==> src/rtl/apb_regfile_port_if.sv <==
// APB bus bundle between the SoC interconnect and the register-file port.
// Latency: none (wires only).
// Backpressure: the slave stretches the access phase by holding pready low.
interface apb_regfile_port_if;
  logic        psel;
  logic        penable;
  logic        pwrite;
  logic [7:0]  paddr;
  logic [15:0] pwdata;
  logic [15:0] prdata;
  logic        pready;
  logic        pslverr;

  modport master (
    output psel, penable, pwrite, paddr, pwdata,
    input  prdata, pready, pslverr
  );

  modport slave (
    input  psel, penable, pwrite, paddr, pwdata,
    output prdata, pready, pslverr
  );
endinterface

==> src/rtl/apb_regfile_port.sv <==
// APB responder giving a bus master access to the 16 x 16-bit register file.
// Latency: pready rises WAIT_STATES+2 cycles after setup, +1 per cycle the core holds the write port.
// Backpressure: core writes have absolute priority; the access phase stretches with pready low.
module apb_regfile_port #(
  parameter int WAIT_STATES = 1
) (
  input  logic                clock,
  input  logic                reset,
  apb_regfile_port_if.slave   apb,
  input  logic                core_w_en,
  output logic [3:0]          rf_addr_read,
  input  logic [15:0]         rf_read_data,
  output logic                rf_w_en,
  output logic [3:0]          rf_addr_write,
  output logic [15:0]         rf_data_write
);

  localparam logic [1:0] ST_IDLE = 2'd0;
  localparam logic [1:0] ST_WAIT = 2'd1;
  localparam logic [1:0] ST_RESP = 2'd2;

  logic [1:0]  state;
  logic [3:0]  cnt;
  logic [3:0]  idx;
  logic [15:0] wdata;
  logic        wr;
  logic        err;
  logic [15:0] prdata_q;
  logic        pready_q;
  logic        pslverr_q;

  logic wait_done;
  logic core_block;
  logic commit;

  // Wait states exhausted and the master is still holding the transfer.
  assign wait_done  = (state == ST_WAIT) && apb.psel && (cnt == 4'd0);
  // Only a legal write contends with the core; reads and errored writes go through.
  assign core_block = wr && !err && core_w_en;
  assign commit     = wait_done && !core_block;

  // The register file samples this strobe on the edge that ends the commit cycle.
  assign rf_w_en       = commit && wr && !err && !reset;
  assign rf_addr_read  = idx;
  assign rf_addr_write = idx;
  assign rf_data_write = wdata;

  assign apb.prdata  = prdata_q;
  assign apb.pready  = pready_q;
  assign apb.pslverr = pslverr_q;

  // Transfer sequencing: latch on setup, count wait states, commit, one-cycle response.
  always_ff @(posedge clock) begin
    if (reset) begin
      state     <= ST_IDLE;
      cnt       <= 4'd0;
      idx       <= 4'd0;
      wdata     <= 16'd0;
      wr        <= 1'b0;
      err       <= 1'b0;
      prdata_q  <= 16'd0;
      pready_q  <= 1'b0;
      pslverr_q <= 1'b0;
    end else begin
      case (state)
        ST_IDLE: begin
          // psel with penable already high is a protocol violation and is ignored.
          if (apb.psel && !apb.penable) begin
            idx   <= apb.paddr[5:2];
            wdata <= apb.pwdata;
            wr    <= apb.pwrite;
            err   <= (apb.paddr[1:0] != 2'd0) || (apb.paddr[7:6] != 2'd0);
            cnt   <= 4'(WAIT_STATES);
            state <= ST_WAIT;
          end
        end
        ST_WAIT: begin
          if (!apb.psel) begin
            state <= ST_IDLE;
          end else if (cnt != 4'd0) begin
            cnt <= cnt - 4'd1;
          end else if (!core_block) begin
            // Read data is taken before the write edge, so a colliding core write is not seen.
            state     <= ST_RESP;
            pready_q  <= 1'b1;
            pslverr_q <= err;
            prdata_q  <= (!wr && !err) ? rf_read_data : 16'd0;
          end
        end
        ST_RESP: begin
          state     <= ST_IDLE;
          pready_q  <= 1'b0;
          pslverr_q <= 1'b0;
          prdata_q  <= 16'd0;
        end
        default: begin
          state <= ST_IDLE;
        end
      endcase
    end
  end

endmodule
==> src/flat_wrapper.sv <==
// flat-port wrapper written by rule: the top's interface ports become plain ports
module apb_regfile_port_flat 
#(
  parameter int WAIT_STATES = 1
)
  (clock, reset, core_w_en, rf_addr_read, rf_read_data, rf_w_en, rf_addr_write, rf_data_write, apb_psel, apb_penable, apb_pwrite, apb_paddr, apb_pwdata, apb_prdata, apb_pready, apb_pslverr);
  apb_regfile_port_if apb_i ();
  input  logic clock;
  input  logic reset;
  input  logic core_w_en;
  output logic [3:0] rf_addr_read;
  input  logic [15:0] rf_read_data;
  output logic rf_w_en;
  output logic [3:0] rf_addr_write;
  output logic [15:0] rf_data_write;
  input wire logic [$bits(apb_i.psel)-1:0] apb_psel;
  input wire logic [$bits(apb_i.penable)-1:0] apb_penable;
  input wire logic [$bits(apb_i.pwrite)-1:0] apb_pwrite;
  input wire logic [$bits(apb_i.paddr)-1:0] apb_paddr;
  input wire logic [$bits(apb_i.pwdata)-1:0] apb_pwdata;
  output wire logic [$bits(apb_i.prdata)-1:0] apb_prdata;
  output wire logic [$bits(apb_i.pready)-1:0] apb_pready;
  output wire logic [$bits(apb_i.pslverr)-1:0] apb_pslverr;
  assign apb_i.psel = apb_psel;
  assign apb_i.penable = apb_penable;
  assign apb_i.pwrite = apb_pwrite;
  assign apb_i.paddr = apb_paddr;
  assign apb_i.pwdata = apb_pwdata;
  assign apb_prdata = apb_i.prdata;
  assign apb_pready = apb_i.pready;
  assign apb_pslverr = apb_i.pslverr;
  apb_regfile_port #(.WAIT_STATES(WAIT_STATES)) u_core (.clock(clock), .reset(reset), .apb(apb_i), .core_w_en(core_w_en), .rf_addr_read(rf_addr_read), .rf_read_data(rf_read_data), .rf_w_en(rf_w_en), .rf_addr_write(rf_addr_write), .rf_data_write(rf_data_write));
endmodule
==> config.mk <==
export PLATFORM = sky130hd
export DESIGN_NAME = apb_regfile_port_flat
export DESIGN_NICKNAME = d
export VERILOG_FILES = /design/src/rtl/apb_regfile_port_if.sv /design/src/rtl/apb_regfile_port.sv /design/src/flat_wrapper.sv
export SDC_FILE = /design/constraint.sdc
export NUM_CORES = 1
export LEC_CHECK = 0
export BUFFER_PORTS_ARGS = -buffer_cell sky130_fd_sc_hd__buf_2
export CAP_MARGIN = 0
export CORE_UTILIZATION = 45
export DETAILED_ROUTE_END_ITERATION = 8
export GPL_TIMING_DRIVEN = 0
export PLACE_DENSITY = 0.8
export RECOVER_POWER = 50
export SYNTH_ARGS = -nofsm -noshare
export SYNTH_HDL_FRONTEND = slang
export SYNTH_SLANG_ARGS = --single-unit
==> constraint.sdc <==
create_clock -name clock -period 4.1 [get_ports clock]
set_input_delay 0.82 -clock clock [delete_from_list [all_inputs] [get_ports clock]]
set_output_delay 0.82 -clock clock [all_outputs]
set_load 0.01 [all_outputs]
Word-level counts from Yosys, hierarchy flattened
Index checks and enable logic that the tools add are counted.
{"block": "classes", "n_eq_ne": 9, "n_addsub": 1, "n_reduce_logical": 27, "muxes": 22}
{"operator": "2-to-1 mux 16 bit", "count": 4}
{"operator": "case mux 16 bit (2 select lines)", "count": 1}
{"operator": "2-to-1 mux 4 bit", "count": 3}
{"operator": "logical AND 1 bit", "count": 10}
{"operator": "2-to-1 mux 2 bit", "count": 4}
{"operator": "inequality test 2 bit, second input constant", "count": 4}
{"operator": "case mux 4 bit (2 select lines)", "count": 1}
{"operator": "AND reduction 4 bit", "count": 2}
{"operator": "nonzero test 2 bit", "count": 4}
{"operator": "2-to-1 mux 1 bit", "count": 6}
{"operator": "inequality test 3 bit, second input constant", "count": 2}
{"operator": "logical NOT 1 bit", "count": 5}
{"operator": "logical NOT 4 bit", "count": 1}
{"operator": "case mux 1 bit (2 select lines)", "count": 2}
{"operator": "case mux 2 bit (2 select lines)", "count": 1}
{"operator": "nonzero test 4 bit", "count": 1}
{"operator": "subtractor 4 x 1 -> 4 bit, second input constant", "count": 1}
{"operator": "AND reduction 3 bit", "count": 1}
{"operator": "equality test 2 x 1 -> 1 bit, second input constant", "count": 1}
{"operator": "equality test 2 bit, second input constant", "count": 1}
{"operator": "logical NOT 2 bit", "count": 1}
{"operator": "inequality test 2 x 1 -> 1 bit, second input constant", "count": 1}
{"operator": "AND reduction 2 bit", "count": 1}
{"operator": "logical OR 1 bit", "count": 1}
{"block": "word_totals", "input_bits": 46, "wordCells": 68, "ff_bits": 46}

Longest topological paths before layout
Gate-level depths: netlist of the first run.
{"block": "logic_depth", "depth_word": 8, "depth_mapped": 6, "ltp_nobuf": 5}

Worst setup path after synthesis of the first run
No wires, ideal clock.
{"block": "synth_path", "path_kind": "input-to-output", "startpoint": "input port reset", "endpoint": "output port rf_w_en", "path_stages": 3, "arrival_ps": 1635, "slack_ps": 1645, "n_path_buf": 2, "cell_sequence": "clkbuf_1 -> clkbuf_1 -> nor4b_1"}
{"block": "synth_between", "elab_chain_len": 2}
{"element": "from (decl)", "line_no": "flat_wrapper.sv:9", "rtl": "input logic reset;"}
{"element": "logical NOT 1 bit", "line_no": "apb_regfile_port.sv:43", "rtl": "assign rf_w_en = commit && wr && !err && !reset;"}
{"element": "logical AND 1 bit", "line_no": "apb_regfile_port.sv:43"}
{"element": "to (decl)", "line_no": "flat_wrapper.sv:13", "rtl": "output logic rf_w_en;"}
No other way between the ends.

Final worst setup path of the first run
{"block": "layout_path", "startpoint": "register u_core.cnt[0]", "endpoint": "output port rf_w_en"}
{"block": "layout_between", "elab_chain_len": 6}
{"element": "from (decl)", "line_no": "apb_regfile_port.sv:23", "rtl": "logic [3:0] cnt;"}
{"element": "from (signal assigned)", "line_no": "apb_regfile_port.sv:73", "rtl": "cnt <= 4'(WAIT_STATES);"}
{"element": "from (signal assigned)", "line_no": "apb_regfile_port.sv:81", "rtl": "cnt <= cnt - 4'd1;"}
{"element": "logical NOT 4 bit", "line_no": "apb_regfile_port.sv:37", "rtl": "assign wait_done = (state == ST_WAIT) && apb.psel && (cnt == 4'd0);"}
{"element": "logical AND 1 bit", "line_no": "apb_regfile_port.sv:37"}
{"element": "logical AND 1 bit", "line_no": "apb_regfile_port.sv:40", "rtl": "assign commit = wait_done && !core_block;"}
{"element": "logical AND 1 bit (3 in a row)", "line_no": "apb_regfile_port.sv:43"}
No other way between the ends.

==> impl_summary.md, run 1 <==
Run status
The run finished with clean final reports.

Clock network
After clock tree synthesis, the repair step resized 0 gates. The buffer levels on the longest clock path is 2. After clock tree synthesis, the clock-pin slew on the worst setup and hold paths is 80 ps. The clock net in this run drives a total of 46 sinks.

The source-to-sink clock delay at the later pin of the worst-skew pair is 280 ps. The CTS tree is yes. Once the clock tree was built, the setup fixing pass inserted 0 buffers. The CTS buffer count is 5. The cts-stage hold buffer count is 0. The total number of H-tree levels is 2. The cell sitting at the root of the clock tree is a sky130_fd_sc_hd__clkbuf_8.

Finish
The sequential cells in the finished layout cover a total of 921 sq um. The finished cells cover 2290 sq um. The number of nets in the layout is 330.

In the final layout, the share of cells above drive strength 1 is 0.233. The number of fill cells is 373. The total area of multi-input combinational cells is 746 sq um. From synthesis to final layout, the design area changed by 30.2%.

The number of antenna diodes in the final layout is 0. Excluding fillers, the count of instances in the completed layout stands at 331.

Hold path
The worst hold path begins at u_core.rf_data_write[1]. The worst hold path passes through 2 cells. The worst min-delay path class is register to register. The worst min-delay path endpoint is u_core.rf_data_write[1].

Setup path
The highest-delay cell along the critical path is sky130_fd_sc_hd__nor3b_1. The arrival time reported for the critical path endpoint is 2220 ps. The required time of the worst setup path is 3280 ps. The path length in cells of the critical path is 6.

The maximum fanout along the worst path is 6. The element type at the critical path start is a register. The number of buffers and inverters on the critical path is 2.

The worst setup path is captured at an output port. Walking the worst path, the cells encountered are inv_1, ha_1, nor3b_1, nand3_1, nor4b_1, buf_2. The cell family contributing the most delay on the critical path is simple AND/OR/NAND/NOR gates.

The delay contributed by the slowest stage of the critical path is 580 ps. The type of the worst setup path is register to output port. Across all register-to-register paths, the minimum setup slack is 1950 ps.

The worst-case reg-to-reg path depth is 6. The startpoint identified for the worst register-to-register timing path is u_core.cnt[0]. The critical register-to-register path endpoint is u_core.apb.prdata[4].

Synthesis
For this run, the register share of the synthesized area comes to 0.523. The mean instance size in the synthesized netlist is 9.36 sq um. Counting every net in the synthesized netlist gives 236. Ranked by total cell area, the synthesized netlist is headed by sky130_fd_sc_hd__dfxtp_1 (52%), sky130_fd_sc_hd__nand2_1 (9.2%), sky130_fd_sc_hd__a22o_1 (8.0%), sky130_fd_sc_hd__a21oi_1 (7.1%), sky130_fd_sc_hd__buf_4 (2.1%). Sorting the synthesized cells by how often they occur yields sky130_fd_sc_hd__dfxtp_1 (46), sky130_fd_sc_hd__nand2_1 (43), sky130_fd_sc_hd__a21oi_1 (25). The number of enable-type register cells in the synthesized netlist is 0. The biggest area consumer among synthesized cells is sky130_fd_sc_hd__dfxtp_1. Yosys instantiated no cell more often than sky130_fd_sc_hd__dfxtp_1. For this run, the number of Yosys warnings is 0. The share of synthesized flip-flops with an asynchronous set or reset is 0. The leading register cell type out of synthesis is sky130_fd_sc_hd__dfxtp_1.

The cell area after synthesis is 1760 sq um. The post-synthesis register bit count is 46. The number of distinct library cells after synthesis is 33. Synthesis produced 188 cells.

The fraction of synthesized cell area taken by the top area cell type is 0.523.

Power and ir drop
The analysis attributes to cell leakage a power of 0.935 nW. The total power draw is 0.847 mW. The total power per unit cell area is 369 nW/um^2. The largest vdd supply drop is 0.000275 V.

Timing
The clock arrives with 3.66 ps of skew. The top achievable clock speed is 329 MHz. Setup repair after global routing left no endpoint under its margin.

In the finished design, the share of the clock period the worst path needs comes to 0.741. The post-layout minimum cycle time is 3040 ps. The post-route worst hold slack is 456 ps. The transition time at the pin with the least slew margin is 729 ps. The max-slew violation count is 0. Adding up every negative setup slack in the final design gives 0 ps.

The total of endpoints with negative setup slack in the final report is 0. The final-report hold violation count is 0. Measured against its own limit, the worst slew margin works out to 0.507.

Floorplanning
The die is 64.5 um tall. The full die area is 4160 sq um. The number of top-level pins is 89. The starting density of the core is 0.473. The region available for standard cell placement spans 3720 sq um. The total number of placement rows is 22. Measured along the x axis, the die boundary spans 64.5 um.

Global route
The number of antenna violations at the first check in global routing is 0. The all-layer global routing usage is 0.185. The maximum number of pins on one net before global-route repair is 14. The total overflow left after global routing is 0. The via count of the first global-routing pass is 1427. The first-pass GRT wire length is 6070 um.

Placed design
The congestion estimate from routability-driven global placement came to 0.815. After detailed placement, the total cell area comes to 2250 sq um. The number of cells in the design after placement is 323. Detailed placement finished with a half-perimeter wire length of 2860 um. Buffers placed on the I/O ports in this run total 87.

Route
The number of detailed-routing iterations run before antenna repair is 4. The post-detailed-route via-to-cell ratio is 5.02. The DRC marker count from the first detailed-route iteration is 50.

Dividing the detail-routed wire length by the instance count gives 11.6 um. The detail route stage leaves a number of antenna-violating nets equal to 0. The final layout contains routed wiring with a total length of 3840 um.

The via total after detailed routing is 1663. For this run, design rule violations remaining after detail routing come to 0.

Run
Max-cap violations in this run came to 0.
==> metrics by stage <==
step / utilization / worst slack, ps
3_5_place_dp: 0.607 / 1450
2_1_floorplan: - / 1640
4_1_cts: 0.631 / 1320
3_3_place_gp: 0.607 / 1470
5_1_grt: 0.616 / 805
6_report: 0.616 / 1060
==> worst min-delay path: cells and delay by family, from the launching register on <==
| family | cells | cell delay, ps |
|---|---|---|
| flip-flops | 1 | 310 |
| AO/OA/AOI/OAI | 1 | 50 |
| AND/OR/NAND/NOR | 1 | 50 |
==> cell usage in the layout (no fill, tap or decap), drive strengths merged, types with 3 or more instances in the layout <==
master and instances:
clkbuf 53, buf 56, nand4b 3, o21ai 4
nand2 43, a22o 16, nand3 4, dfxtp 46
a21oi 25, nor2b 3
==> power by group <==
part	switching, mW	leakage [nW]	internal (mW)
sequential	0.0102	0.374	0.463
combinational	0.0562	0.513	0.0464
clock	0.135	0.0482	0.136
==> flip-flops by register name (all words and copies together), names as in the netlist <==
signal	count
u_core.apb.prdata	16
u_core.apb.pslverr	1
u_core.cnt	4
u_core.apb.pready	1
u_core.err	1
u_core.rf_addr_read	4
u_core.wr	1
u_core.rf_data_write	16
u_core.state	2
==> worst max-delay path by stage <==
stage	start	to	slack, ps
floorplan	reset	rf_w_en	1640
global placement	apb_psel	rf_w_en	1470
detailed placement	apb_psel	rf_w_en	1450
CTS	u_core.cnt[0]	rf_w_en	1320
global route	u_core.cnt[0]	rf_w_en	800
finish	u_core.cnt[0]	rf_w_en	1060
==> routing by layer <==
metal,routed length (um),up-vias,GRT usage,share of wire
met5,0,-,0,0
met4,44,0,0.0667,0.011
met3,266,5,0.0511,0.069
met2,1790,57,0.328,0.47
met1,1730,754,0.211,0.45
li1,-,847,-,-
==> cell type report <==
cell class	instances	share of cell area
Clock buffer	7	0.0377
Clock inverter	1	0.00218
Sequential cell	46	0.402
Buffer	15	0.0344
Inverter	2	0.00328
Timing Repair Buffer	87	0.169
Multi-Input combinational cell	125	0.326
Tap cell	48	0.0262
==> cell families (layout without fill, tap and decap cells) <==
group                      Yosys count  after routing  synth area share
and+or+nand+nor                     70             70             0.210
AOI/OAI and AO/OA                   52             52             0.197
DFF                                 46             46             0.523
buffers and inverters               17            112            0.0498
adders and majority gates            2              2            0.0142
muxes                                1              1           0.00569
Power figures use the tool's default switching activity.
==> run 2, diff against run 1 <==
--- a/config.mk
+++ b/config.mk
@@ -5,12 +5,13 @@
 export SDC_FILE = /design/constraint.sdc
 export NUM_CORES = 1
 export LEC_CHECK = 0
+export ABC_AREA = 1
 export BUFFER_PORTS_ARGS = -buffer_cell sky130_fd_sc_hd__buf_2
 export CAP_MARGIN = 0
-export CORE_UTILIZATION = 45
+export CORE_UTILIZATION = 42
 export DETAILED_ROUTE_END_ITERATION = 8
 export GPL_TIMING_DRIVEN = 0
-export PLACE_DENSITY = 0.8
+export PLACE_DENSITY = 0.77
 export RECOVER_POWER = 50
 export SYNTH_ARGS = -nofsm -noshare
 export SYNTH_HDL_FRONTEND = slang
==> constraint.sdc (replaced) <==
create_clock -name clock -period 2.6 [get_ports clock]
set_input_delay 0.52 -clock clock [delete_from_list [all_inputs] [get_ports clock]]
set_output_delay 0.52 -clock clock [all_outputs]
set_load 0.01 [all_outputs]
==> impl_summary.md, run 2 <==
Setup path
The required time of the worst setup path is 2080 ps. The maximum fanout along the worst path is 10. The slowest stage of the critical path is the sky130_fd_sc_hd__dfxtp_1 cell. STA classifies the critical path endpoint as an output port.

The type of the worst setup path is register to output port. Counting both buffers and inverters, the worst setup path holds a total of 3. The cell family with the largest share of critical-path delay is simple AND/OR/NAND/NOR gates. The delay contributed by the slowest stage of the critical path is 300 ps.

The element type at the critical path start is a register. The signal on the critical path passes through inv_1, ha_1, nand2_1, nor2_8, nand2_2, buf_6, nor4_4, buf_2. STA puts the critical path data arrival time at 1760 ps.

Clock network
After clock tree synthesis, the flow added hold-fix buffers numbering 0. TritonCTS built the clock tree. The root buffer cell is sky130_fd_sc_hd__clkbuf_8.

The buffer levels on the longest clock path is 2. Clock-pin slew was measured on the worst setup and hold paths at 90 ps. The clock tree synthesis step divided the H-tree into 2 levels. For the worst-skew pair, the clock arrives at the later sink with an insertion delay of 300 ps. The number of buffers added for setup after CTS is 0. The number of gates resized after CTS was 0. CTS saw 46 sinks. Counting the buffers created by CTS gives 5.

Power and ir drop
Of the total power, the clock network draws 0.349. The share of total power dissipated in sequential elements is 0.507. Of the total power, the share spent switching nets is 0.261. The cell leakage power is 1.04 nW. The total power per unit cell area is 599 nW/um^2. The switching power of the nets is 0.390 mW. Across the VDD grid, the largest voltage drop is 0.000331 V. Overall power consumption after layout is estimated at 1.50 mW. The design internal power is 1.11 mW.

Of the total power, combinational logic draws 0.144.

Placed design
During placement, the flow inserted port buffers numbering 88. Once placement completed, the tool counted placed cells totaling 380. Detailed placement finished with a half-perimeter wire length of 3370 um. The routability congestion estimate from global placement is 0.795.

Global route
The first-pass GRT wire length is 7470 um. After global routing the overflow that remains totals 0. The via count of the first global-routing pass is 1754. The number of antenna violations at the first check in global routing came to 0. Entering global routing, the biggest net connects 15 pins.

The all-layer global routing usage is 0.187.

Timing
The final clock period utilization by the worst path is 0.877. The sum of negative setup slack is 0 ps. The post-route worst hold slack is 446 ps.

The max-slew violation count is 0. The worst pin sits at a relative slew slack of 0.694. The final-report hold violation count came to 0.

At the pin with the least slew margin, the transition time is 458 ps. The smallest clock period supported by the final layout is computed as 2280 ps. Between clock sinks in the finished design, the worst skew comes to 8.77 ps. Setup violations remaining at the end of the flow were counted as 0. The top achievable clock speed is 439 MHz.

Setup repair after global routing left no endpoint under its margin.

Synthesis
The sequential element share of the synthesized area is 0.474. Sorting the synthesized cells by area gives the leading types as sky130_fd_sc_hd__dfxtp_1 (47%), sky130_fd_sc_hd__a21oi_1 (11%), sky130_fd_sc_hd__o21ai_0 (5.9%), sky130_fd_sc_hd__nand3_1 (5.7%), sky130_fd_sc_hd__inv_1 (5.6%). The cell area that synthesis handed to floorplanning was 1940 sq um.

By instance count, the leading cell after synthesis is sky130_fd_sc_hd__dfxtp_1. Counting instances in the post-synthesis netlist gives the leading cell types as sky130_fd_sc_hd__dfxtp_1 (46), sky130_fd_sc_hd__a21oi_1 (42), sky130_fd_sc_hd__inv_1 (29). The share of synthesized flip-flops with an asynchronous set or reset is 0. The fraction of synthesized cell area taken by the top area cell type is 0.474. The mean instance size in the synthesized netlist is 8.10 sq um. For this run, the leading register cell type out of synthesis is sky130_fd_sc_hd__dfxtp_1. Counting flops with a built-in enable in the synthesized netlist gives 0. The number of distinct library cells after synthesis is 24.

The count of synthesis-stage warnings from yosys is 0. The post-synthesis register bit count is 46. In the synthesized netlist, the number of instances is 240. The total nets after synthesis is 288. sky130_fd_sc_hd__dfxtp_1 takes more of the synthesized area than any other cell.

Finish
Leaving out fill and tap cells, the most frequent cells in the layout are sky130_fd_sc_hd__buf_2 (53), sky130_fd_sc_hd__dfxtp_1 (46), sky130_fd_sc_hd__clkbuf_1 (43). The area added between synthesis and finish is 28.8%. Leaving out fill and tap cells, the most frequent cell in the layout is sky130_fd_sc_hd__buf_2. For this run, the share of the core covered by cells in the final layout is 0.567. The non-filler instance count after layout is 388. Of the cells placed in the final design, the portion with a size suffix greater than 1 is 0.244. The count of inserted antenna diode cells is 0. The number of nets in the layout is 383.

Run
The count of maximum capacitance violations is 0.

Floorplanning
The floorplan has 24 rows. The floorplan step defined a die boundary enclosing 4910 sq um. The number of top-level pins is 89. The chip width is 70.0 um. For this configuration, the core starts out at a cell density of 0.440. Measured along the y axis, the die boundary spans 70.0 um. The core footprint is 4410 sq um.

Run status
The run finished with clean final reports.

Route
The total wirelength of the detailed-routed design is 4520 um. The number of detailed-routing iterations run before antenna repair is 4. The final antenna-violating net count is 0. After detailed routing, the average wire length per cell comes to 11.6 um. In the routed design, unresolved DRC markers number 0.

The first routing iteration left 90 violations. The post-detailed-route via-to-cell ratio is 4.94. The routed layout has 1916 vias.

Hold path
The worst min-delay path class is register to register.
-- run 2: cell types whose count changed in the layout (fill, tap and decap cells not counted), sizes merged, moves of 3 or more --
| cell | before | now |
|---|---|---|
| a21oi | 25 | 42 |
| a22o | 16 | 0 |
| buf | 56 | 61 |
| clkbuf | 53 | 50 |
| inv | 2 | 33 |
| nand2 | 43 | 15 |
| nand3 | 4 | 25 |
| nand4 | 0 | 16 |
| nand4b | 3 | 0 |
| nor2 | 1 | 17 |
| nor2b | 3 | 0 |
| o21ai | 4 | 23 |
-- run 2: stage by stage --
step	area [sq um]	setup slack [ps]
final	2500	321
after global routing	2500	169
after CTS	2560	291
after detailed placement	2450	538
after global placement	2450	581
after floorplan	1940	843
-- run 2: metal layers --
layer | global-route usage | part of all wire
met1 | 0.224 | 0.43
met2 | 0.312 | 0.48
met3 | 0.0722 | 0.073
met4 | 0.0489 | 0.0091
met5 | 0 | 0
-- run 2: logic make-up after synthesis --
| kind of cell | Yosys count | share of synthesized area |
|---|---|---|
| adder cells (fa/ha/maj) | 2 | 0.0129 |
| buffers and inverters | 51 | 0.126 |
| flip-flops | 46 | 0.474 |
| AND/OR/NAND/NOR | 74 | 0.212 |
| AO/OA/AOI/OAI | 67 | 0.175 |
-- run 2: tightest hold or removal path, cell delays in order, from the launching register on --
cell and delay [ps]:
sky130_fd_sc_hd__dfxtp_1 320, sky130_fd_sc_hd__inv_1 40, sky130_fd_sc_hd__a21oi_1 50
-- run 2: layout make-up --
cell class	count	area, sq um
clock buffers	5	68.8
repair buffers	88	393
well taps	52	65.1
inverters	33	124
fillers	446	1910
plain buffers	18	119
flip-flops and latches	46	921
clock inverters	3	40.0
multi-input cells	143	773
-- run 2: final timing paths --
kind	from	to	slack [ps]	cells past startpoint
setup / recovery	u_core.cnt[0]	rf_w_en	320	8
hold / removal	u_core.rf_data_write[4]	u_core.rf_data_write[4]	450	2
setup reg to reg	u_core.cnt[0]	u_core.apb.prdata[11]	1160	8
hold reg to reg	u_core.rf_data_write[4]	u_core.rf_data_write[4]	450	2
-- run 2: power by group through the flow --
stage | logic [mW] | clock network (mW) | registers [mW]
after floorplan | 0.120 | 0 | 0.788
after global placement | 0.221 | 0 | 0.775
after detailed placement | 0.225 | 0 | 0.776
after CTS | 0.225 | 0.533 | 0.760
after global routing | 0.243 | 0.561 | 0.765
final | 0.216 | 0.523 | 0.760
==> run 3, diff against run 2 <==
--- a/config.mk
+++ b/config.mk
@@ -7,11 +7,10 @@
 export LEC_CHECK = 0
 export ABC_AREA = 1
 export BUFFER_PORTS_ARGS = -buffer_cell sky130_fd_sc_hd__buf_2
-export CAP_MARGIN = 0
 export CORE_UTILIZATION = 42
 export DETAILED_ROUTE_END_ITERATION = 8
 export GPL_TIMING_DRIVEN = 0
-export PLACE_DENSITY = 0.77
+export PLACE_DENSITY = 0.86
 export RECOVER_POWER = 50
 export SYNTH_ARGS = -nofsm -noshare
 export SYNTH_HDL_FRONTEND = slang
==> impl_summary.md, run 3 (same netlist as run 2, synthesis figures left out) <==
Timing
On the final layout, the worst clock skew is 6.71 ps. Of the available clock period, the critical path in the final layout requires 0.878. The sum of negative setup slack is 0 ps. The top achievable clock speed is 438 MHz.

Setup repair after global routing left no endpoint under its margin. The max-slew violation count is 0. The final critical-path setup slack is 316 ps. Setup violations remaining at the end of the flow were counted as 0. The post-layout minimum cycle time is 2280 ps. The final-report hold violation count came to 0. At the pin with the least slew margin, the transition time is 457 ps. The worst-case headroom to the max-slew limit is 0.695.

Hold path
The worst min-delay path class is register to register.

Placed design
At the end of routability-driven placement, the weighted congestion stood at 0.775. In this run the cell area measured after placement is 2450 sq um. The HPWL reported at the end of detailed placement is 3550 um. Input and output buffers added on the ports amount to 88. OpenSTA, run right after detailed placement, puts the worst setup slack at 570 ps.

Clock network
The post-cts sizing count is 0. In this run the post-CTS setup repair buffer count came out at 0. The clock passes through at most 2 buffers.

The source-to-sink clock delay at the later pin of the worst-skew pair is 290 ps. TritonCTS built the clock tree. Hold repair after CTS inserted 0 buffers.

The total number of H-tree levels is 2. The sink count of the clock tree is 46. After clock tree synthesis, the clock-pin slew on the worst setup and hold paths is 90 ps. Buffers inserted during clock tree synthesis total 5.

CTS placed an instance of sky130_fd_sc_hd__clkbuf_8 at the clock tree root.

Setup path
STA classifies the critical path endpoint as an output port. The number of buffers and inverters on the critical path is 3. Data arrives at the worst endpoint at 1760 ps. At the worst endpoint, the required time is 2080 ps. The worst setup path is launched from a register. The maximum fanout along the worst path is 10. On the critical path the largest part of the delay comes from simple AND/OR/NAND/NOR gates.

The critical path is of the register to output port type. On the worst path, the slowest cell contributes a delay of 310 ps. On the critical path, the stage with the largest delay is an instance of sky130_fd_sc_hd__dfxtp_1.

The critical path goes through inv_1, ha_1, nand2_1, nor2_8, nand2_2, buf_6, nor4_4, buf_2.

Power and ir drop
Dividing total power by cell area gives a power density of 597 nW/um^2. The total power draw is 1.50 mW. In this run the static leakage power is 1.06 nW. VDD sags by at most 0.000425 V.

Route
The final antenna-violating net count is 0. The remaining design rule violation count is 0. The detail-routed net length per standard cell is 12.0 um. The via total after detailed routing is 1953. Dividing the detail-routed via count by the number of cells gives 5.03. The first detailed-routing pass took 4 iterations. The DRC marker count from the first detailed-route iteration is 100.

The routed design has 4650 um of wire.

Finish
Summing all non-filler instances in the final layout gives an area of 2510 sq um. The number of nets in the layout is 383. The repair_antennas step left the layout with diodes totalling 0. The library cell used most frequently in the layout, excluding fill and tap cells, is sky130_fd_sc_hd__buf_2. In the layout the commonest cells are sky130_fd_sc_hd__buf_2 (58), sky130_fd_sc_hd__dfxtp_1 (46), sky130_fd_sc_hd__a21oi_1 (42). Of the cells placed in the final design, the portion with a size suffix greater than 1 is 0.256.

Compared with the post-synthesis result, the final layout area differs by 29.0%.

Run status
The flow ran to the end, and the final reports show no timing, DRC or antenna violations.

Floorplanning
Row generation in the floorplan step produced 24 rows. Measured along the y axis, the die boundary spans 70.0 um. The initial utilization of the core area, before any placement, comes to 0.440.

89 I/O pins were placed. In this run the horizontal extent of the chip is 70.0 um. The core footprint is 4410 sq um. The die covers 4910 sq um.

Global route
The all-layer global routing usage is 0.198. The maximum number of pins on one net before global-route repair is 15. The first-pass GRT wire length is 7770 um. The via count of the first global-routing pass is 1671.

The total global routing overflow is 0. The number of antenna violations at the first check in global routing is 0.

Run
The tool flagged a number of max-cap violations equal to 0.
## run 3: cell count changes in the layout (fill, tap and decap cells not counted), sizes merged
cell    previous run  this run
clkbuf            50        45
buf               61        66
## run 3: final cells by class
class                   instances  area (sq um)
plain buffers                  18           118
inverters                      33           124
clock buffers                   5          68.8
fillers                       444          1910
clock inverters                 3          40.0
flip-flops and latches         46           921
multi-input cells             143           773
repair buffers                 88           399
well taps                      52          65.1
## run 3: path summary, 6_finish.rpt
kind / start / endpoint / cells past startpoint / slack (ps)
max: u_core.cnt[0] / rf_w_en / 8 / 320
min: u_core.rf_data_write[7] / u_core.rf_data_write[7] / 2 / 450
max reg2reg: u_core.cnt[0] / u_core.apb.prdata[7] / 8 / 1150
min reg2reg: u_core.rf_data_write[7] / u_core.rf_data_write[7] / 2 / 450
## run 3: tightest hold or removal path: cells and delay by family (launching register included)
kind	cells	cell delay (ps)
buffers and inverters	1	50
flip-flops	1	320
AO/OA/AOI/OAI	1	50
## run 3: per-stage QoR
step,hold WS [ps],utilization,cells
2_1_floorplan,459,-,240
3_3_place_gp,428,0.555,380
3_5_place_dp,435,0.555,380
4_1_cts,447,0.580,388
5_1_grt,466,0.568,388
6_report,448,0.568,388
## run 3: power breakdown
group	switching, mW	total [mW]	internal, mW
clock	0.238	0.521	0.283
combinational	0.129	0.216	0.0872
sequential	0.0219	0.761	0.739
total	0.388	1.50	1.11
## run 3: per-layer routing
| layer | track usage | vias to the layer above | wire length (um) |
|---|---|---|---|
| li1 | - | 991 | - |
| met1 | 0.252 | 881 | 2010 |
| met2 | 0.326 | 75 | 2200 |
| met3 | 0.0505 | 6 | 371 |
| met4 | 0.0667 | 0 | 65 |
| met5 | 0 | - | 0 |
